### src/rtl/serial_subtractor32.sv
// Digit-serial subtractor: diff = a - b - bin, DIGIT bits per clock, borrow rippled across cycles.
// Results (diff, bout, ovf) update only on the completing edge and hold until the next completion.
module serial_subtractor32 #(
    parameter int WIDTH = 32,
    parameter int DIGIT = 4
) (
    input  logic             clk,
    input  logic             rst,
    input  logic             start,
    input  logic [WIDTH-1:0] a,
    input  logic [WIDTH-1:0] b,
    input  logic             bin,
    output logic             busy,
    output logic             done,
    output logic [WIDTH-1:0] diff,
    output logic             bout,
    output logic             ovf
);

    localparam int NSLICE = WIDTH / DIGIT;
    localparam int KW     = (NSLICE > 1) ? $clog2(NSLICE) : 1;
    localparam logic [KW-1:0] K_LAST = KW'(NSLICE - 1);

    generate
        if ((DIGIT < 1) || (WIDTH % DIGIT != 0)) begin : g_bad_digit
            $error("serial_subtractor32: DIGIT must evenly divide WIDTH");
        end
    endgenerate

    typedef enum logic [1:0] {
        S_IDLE,
        S_RUN,
        S_DONE
    } state_t;

    state_t           state;
    state_t           state_nxt;
    logic [WIDTH-1:0] a_q;
    logic [WIDTH-1:0] b_q;
    logic [WIDTH-1:0] part_q;
    logic [WIDTH-1:0] part_nxt;
    logic             borrow_q;
    logic [KW-1:0]    k_q;
    logic [DIGIT:0]   slice_sub;
    logic             last;
    logic             accept;

    // One extra bit on the slice difference: its MSB is the borrow out of the slice.
    always_comb begin
        slice_sub = {1'b0, a_q[k_q*DIGIT +: DIGIT]}
                  - {1'b0, b_q[k_q*DIGIT +: DIGIT]}
                  - {{DIGIT{1'b0}}, borrow_q};
        part_nxt = part_q;
        part_nxt[k_q*DIGIT +: DIGIT] = slice_sub[DIGIT-1:0];
    end

    assign last   = (k_q == K_LAST);
    assign accept = start && (state != S_RUN);

    always_ff @(posedge clk) begin
        if (rst) begin
            state <= S_IDLE;
        end else begin
            state <= state_nxt;
        end
    end

    always_comb begin
        state_nxt = state;
        busy      = 1'b0;
        done      = 1'b0;
        case (state)
            S_IDLE: begin
                if (start) state_nxt = S_RUN;
            end
            S_RUN: begin
                busy = 1'b1;
                if (last) state_nxt = S_DONE;
            end
            S_DONE: begin
                done      = 1'b1;
                state_nxt = start ? S_RUN : S_IDLE;
            end
            default: state_nxt = S_IDLE;
        endcase
    end

    always_ff @(posedge clk) begin
        if (rst) begin
            a_q      <= '0;
            b_q      <= '0;
            part_q   <= '0;
            borrow_q <= 1'b0;
            k_q      <= '0;
            diff     <= '0;
            bout     <= 1'b0;
            ovf      <= 1'b0;
        end else if (accept) begin
            a_q      <= a;
            b_q      <= b;
            borrow_q <= bin;
            part_q   <= '0;
            k_q      <= '0;
        end else if (state == S_RUN) begin
            part_q   <= part_nxt;
            borrow_q <= slice_sub[DIGIT];
            if (!last) begin
                k_q <= k_q + KW'(1);
            end else begin
                // Publish only the fully assembled result; partials stay internal.
                diff <= part_nxt;
                bout <= slice_sub[DIGIT];
                ovf  <= (a_q[WIDTH-1] != b_q[WIDTH-1]) && (part_nxt[WIDTH-1] != a_q[WIDTH-1]);
            end
        end
    end

endmodule

### config.mk
export PLATFORM = sky130hd
export DESIGN_NAME = serial_subtractor32
export DESIGN_NICKNAME = d
export VERILOG_FILES = /design/src/rtl/serial_subtractor32.sv
export SDC_FILE = /design/constraint.sdc
export NUM_CORES = 1
export LEC_CHECK = 0
export CAP_MARGIN = 20
export CORE_ASPECT_RATIO = 0.75
export CORE_MARGIN = 8
export CORE_UTILIZATION = 35
export CTS_CLUSTER_SIZE = 25
export DETAILED_ROUTE_END_ITERATION = 6
export PLACE_DENSITY = 0.6
export RECOVER_POWER = 50
export SLEW_MARGIN = 20
export SYNTH_ARGS = -nofsm -noshare
export SYNTH_HDL_FRONTEND = slang
export SYNTH_SLANG_ARGS = --single-unit
export TNS_END_PERCENT = 10
### constraint.sdc
create_clock -name clk -period 3.93 [get_ports clk]
set_input_delay 0.393 -clock clk [delete_from_list [all_inputs] [get_ports clk]]
set_output_delay 0.393 -clock clk [all_outputs]
set_load 0.005 [all_outputs]
==> summary.txt <==
Logic synthesis
  – Top cells by count, synth: nand2_1, dfxtp_1, a21oi_1, nor2_1, a211oi_1
  – Synthesized cell area: 0.00595 mm2
  – Syn Nets: 795
  – Synth unique cells: 44
  – Most numerous cell in the Yosys netlist: nand2_1
  – Top FF cell, synth: dfxtp_1
  – Async set or reset register ratio after synthesis: 0%
  – Top cell type by total area after synthesis: dfxtp_1
  – Yosys reg bits: 136
  – Synth warnings: 0
  – Synth top area share: a little under half
  – Number of synthesized flops with an enable pin: 0
  – Top cells by area, synth: dfxtp_1, nand2_1, a21oi_1
  – Seq/Total Area, Yosys: 45.7%
  – Mean Syn Cell Area: around 8.3 um2
  – Synth Instances: slightly above 700

Clock tree
  – Clk Tree Root Cell: clkbuf_16
  – Num Clock Sinks: between 100 and 150
  – CTS buffer count: 17
  – Worst-path clk slew: ~0.050 ns
  – CTS resizes: 0
  – Post-CTS Setup Inserts: 0
  – Hold-fix buffers, CTS: 0
  – H-tree depth: 4
  – Worst-Skew Late Latency: roughly 0.43 ns
  – CTS tree: built
  – Clock buffer depth: 2

Timing
  – Final hold vios: 0
  – FMAX: ~0.28 GHz
  – Final min period: approximately 3.5 ns
  – Worst relative slew slack: -21.1%
  – Final number of setup-violating endpoints: 0
  – Final period util: 89.5%
  – Clk_skew: around 0.009 ns
  – Pins Over Slew Limit: 37
  – Worst-Margin Slew: approximately 1.8 ns
  – RSZ-0062 raised after global routing: false
  – Post-route setup TNS: 0 ns

Cells and area
  – Non-filler cells, final: just over 1000
  – Area Growth Syn to Fin: 27.9%
  – Number of diodes: 0
  – Filler cells: between 1500 and 2000
  – Final-stage net count: between 800 and 900
  – Share of cells above drive strength 1: roughly 7.5%

Placed design
  – Final HPWL DP: about 11000 um
  – Placed insts: between 900 and 1000
  – PortBufs: between 100 and 150
  – Final Wtd Congestion: 0.851

Min path
  – Hold Crit Class: input port to flip-flop

Route
  – Average wire per standard cell: roughly 16 um
  – Via count: roughly 5100
  – 1st-iter DRT viols: between 300 and 400
  – Drt total wl: roughly 16000 um
  – DRC: 0
  – 1st-pass router iterations: 5
  – Routed Antenna Nets: 0
  – Via-to-Cell Ratio: between 5 and 6

Job
  – Max cap viols: 1

Floorplan
  – Die area: 0.0215 mm2
  – Core area: between 0.015 and 0.02 mm2
  – Die width: about 170 um
  – Die Y: ~130 um
  – Top-Level Pins: about 100
  – Initial Utilization: a little over a third
  – Num rows: 41

Global routing
  – Largest net degree at the start of global routing: 69
  – Met3 Resource Use GR: roughly 5.0%
  – First-pass GRT wire length: 26500 um
  – Grt met2 use: 22.3%
  – GRT Resource Usage Total: between 15 and 20%
  – Gr ovfl total: 0
  – Vias in the first global route: 4925
  – Met1 Resource Use GR: 21.7%
  – Initial antenna violation count: 0
  – Most used routing layer: met2

Critical path
  – Crit Path Max Fanout: 11
  – Critical path's slowest cell: dfxtp_1
  – Top delay family on crit path: compound AO/OA/AOI/OAI gates
  – Slowest Stage Delay on Critical Path: approximately 0.57 ns
  – CP Cell Sequence: buf_4 -> mux4_2 -> mux2i_1 -> fa_1 -> ha_1 -> nand2b_1 -> nor3_1 -> a22oi_1 -> nand2_1 -> a221o_1 -> a211oi_1
  – Critical setup path kind: flip-flop to flip-flop
  – CP required: approximately 4.3 ns
  – Critical path data arrival time: 3.85 ns
  – CP startpoint kind: flip-flop
  – Worst Path Buf+Inv: 1
  – Critical Path End Type: flip-flop

Run status
  – Outcome: finished with violations
  – Failing checks: capacitance limit, slew limit

Power
  – VDD IR max: ~0.00022 V
  – Leakage: approximately 2.7 nW
  – PwrDens: 435 mW/mm2
[stage by stage]
step           power (mW)  worst slack, ns  hold slack [ns]  util (%)  cell area, um2
2_1_floorplan        1.75            0.520            0.432         -            5950
3_5_place_dp         1.91            0.451            0.445      42.5            7100
4_1_cts              3.35            0.437            0.409      45.6            7630
6_report             3.31            0.412            0.432      45.5            7620
3_3_place_gp         1.90            0.549            0.444      42.5            7100
5_1_grt              3.46            0.158            0.426      45.5            7620
[state kept, by name, indices dropped and copies added, names as in the netlist]
name      cells
a_q          32
borrow_q      1
state         2
diff         32
k_q           3
part_q       32
b_q          32
ovf           1
bout          1
[worst register-to-register path: stages (launching register included)]
cell and delay [ns]:
dfxtp_1 0.57, buf_4 0.28, mux4_2 0.32, mux2i_1 0.34
fa_1 0.30, ha_1 0.15, nand2b_1 0.17, nor3_1 0.06
a22oi_1 0.30, nand2_1 0.34, a221o_1 0.38, a211oi_1 0.21
[cells in the final DEF, fill, tap and decap left out, types with 3 or more instances in the layout]
| cell type | instances |
|---|---|
| clkbuf_1 | 6 |
| nand3_1 | 11 |
| nor2_1 | 76 |
| a211oi_1 | 49 |
| o41ai_1 | 4 |
| clkbuf_8 | 3 |
| dfxtp_1 | 136 |
| xnor2_1 | 3 |
| clkbuf_16 | 17 |
| inv_1 | 6 |
| nor3_1 | 22 |
| nor2b_1 | 3 |
| o211ai_1 | 4 |
| dlygate4sd3_1 | 35 |
| ha_1 | 11 |
| nand2b_1 | 9 |
| nand2_1 | 158 |
| mux2i_1 | 5 |
| buf_4 | 8 |
| a22oi_1 | 4 |
| a21oi_1 | 105 |
| o21ai_0 | 5 |
| mux4_2 | 16 |
| clkdlybuf4s50_1 | 67 |
| clkinvlp_4 | 3 |
| clkinv_2 | 5 |
[metal layers]
metal | vias to the layer above | routed length (um)
li1 | 2624 | -
met5 | - | 0
met2 | 128 | 6800
met1 | 2376 | 8240
met3 | 15 | 955
met4 | 0 | 154
[power breakdown]
part | internal (mW) | total (mW) | switching [mW]
Clock | 0.849 | 1.43 | 0.586
Combinational | 0.179 | 0.411 | 0.233
Sequential | 1.44 | 1.47 | 0.0312
Total | 2.46 | 3.31 | 0.850
[cell type report]
type | count | area [um2] | area share (%)
Clock buffer | 24 | 482 | 6.32
Clock inverter | 8 | 47.5 | 0.624
Inverter | 8 | 30.0 | 0.394
Multi-Input combinational cell | 511 | 2970 | 39.0
Sequential cell | 136 | 2720 | 35.7
Tap cell | 215 | 269 | 3.53
Timing Repair Buffer | 113 | 1090 | 14.4
[path summary, 6_finish.rpt]
kind	start	to	slack [ns]	depth (start not counted)
worst min-delay path	rst	b_q[29]$_SDFFE_PP0P_	0.43	2
worst max register to register	k_q[1]$_SDFFE_PP0P_	ovf$_SDFFE_PP0P_	0.41	11
worst min register to register	a_q[21]$_SDFFE_PP0P_	a_q[21]$_SDFFE_PP0P_	0.45	2
worst max-delay path	k_q[1]$_SDFFE_PP0P_	ovf$_SDFFE_PP0P_	0.41	11
[logic make-up (layout without fill, tap and decap cells)]
kind of cell               after synthesis  in the layout  synth area share (%)
AOI/OAI and AO/OA                      179            179                  18.1
xor gates and xnor gates                 4              4                 0.588
adders and majority gates               13             13                  2.98
buffers and inverters                   67            153                  4.41
DFF                                    136            136                  45.7
muxes                                   23             23                  7.52
and+or+nand+nor                        292            292                  20.7
Note: power is estimated with default switching activity, not from simulation.
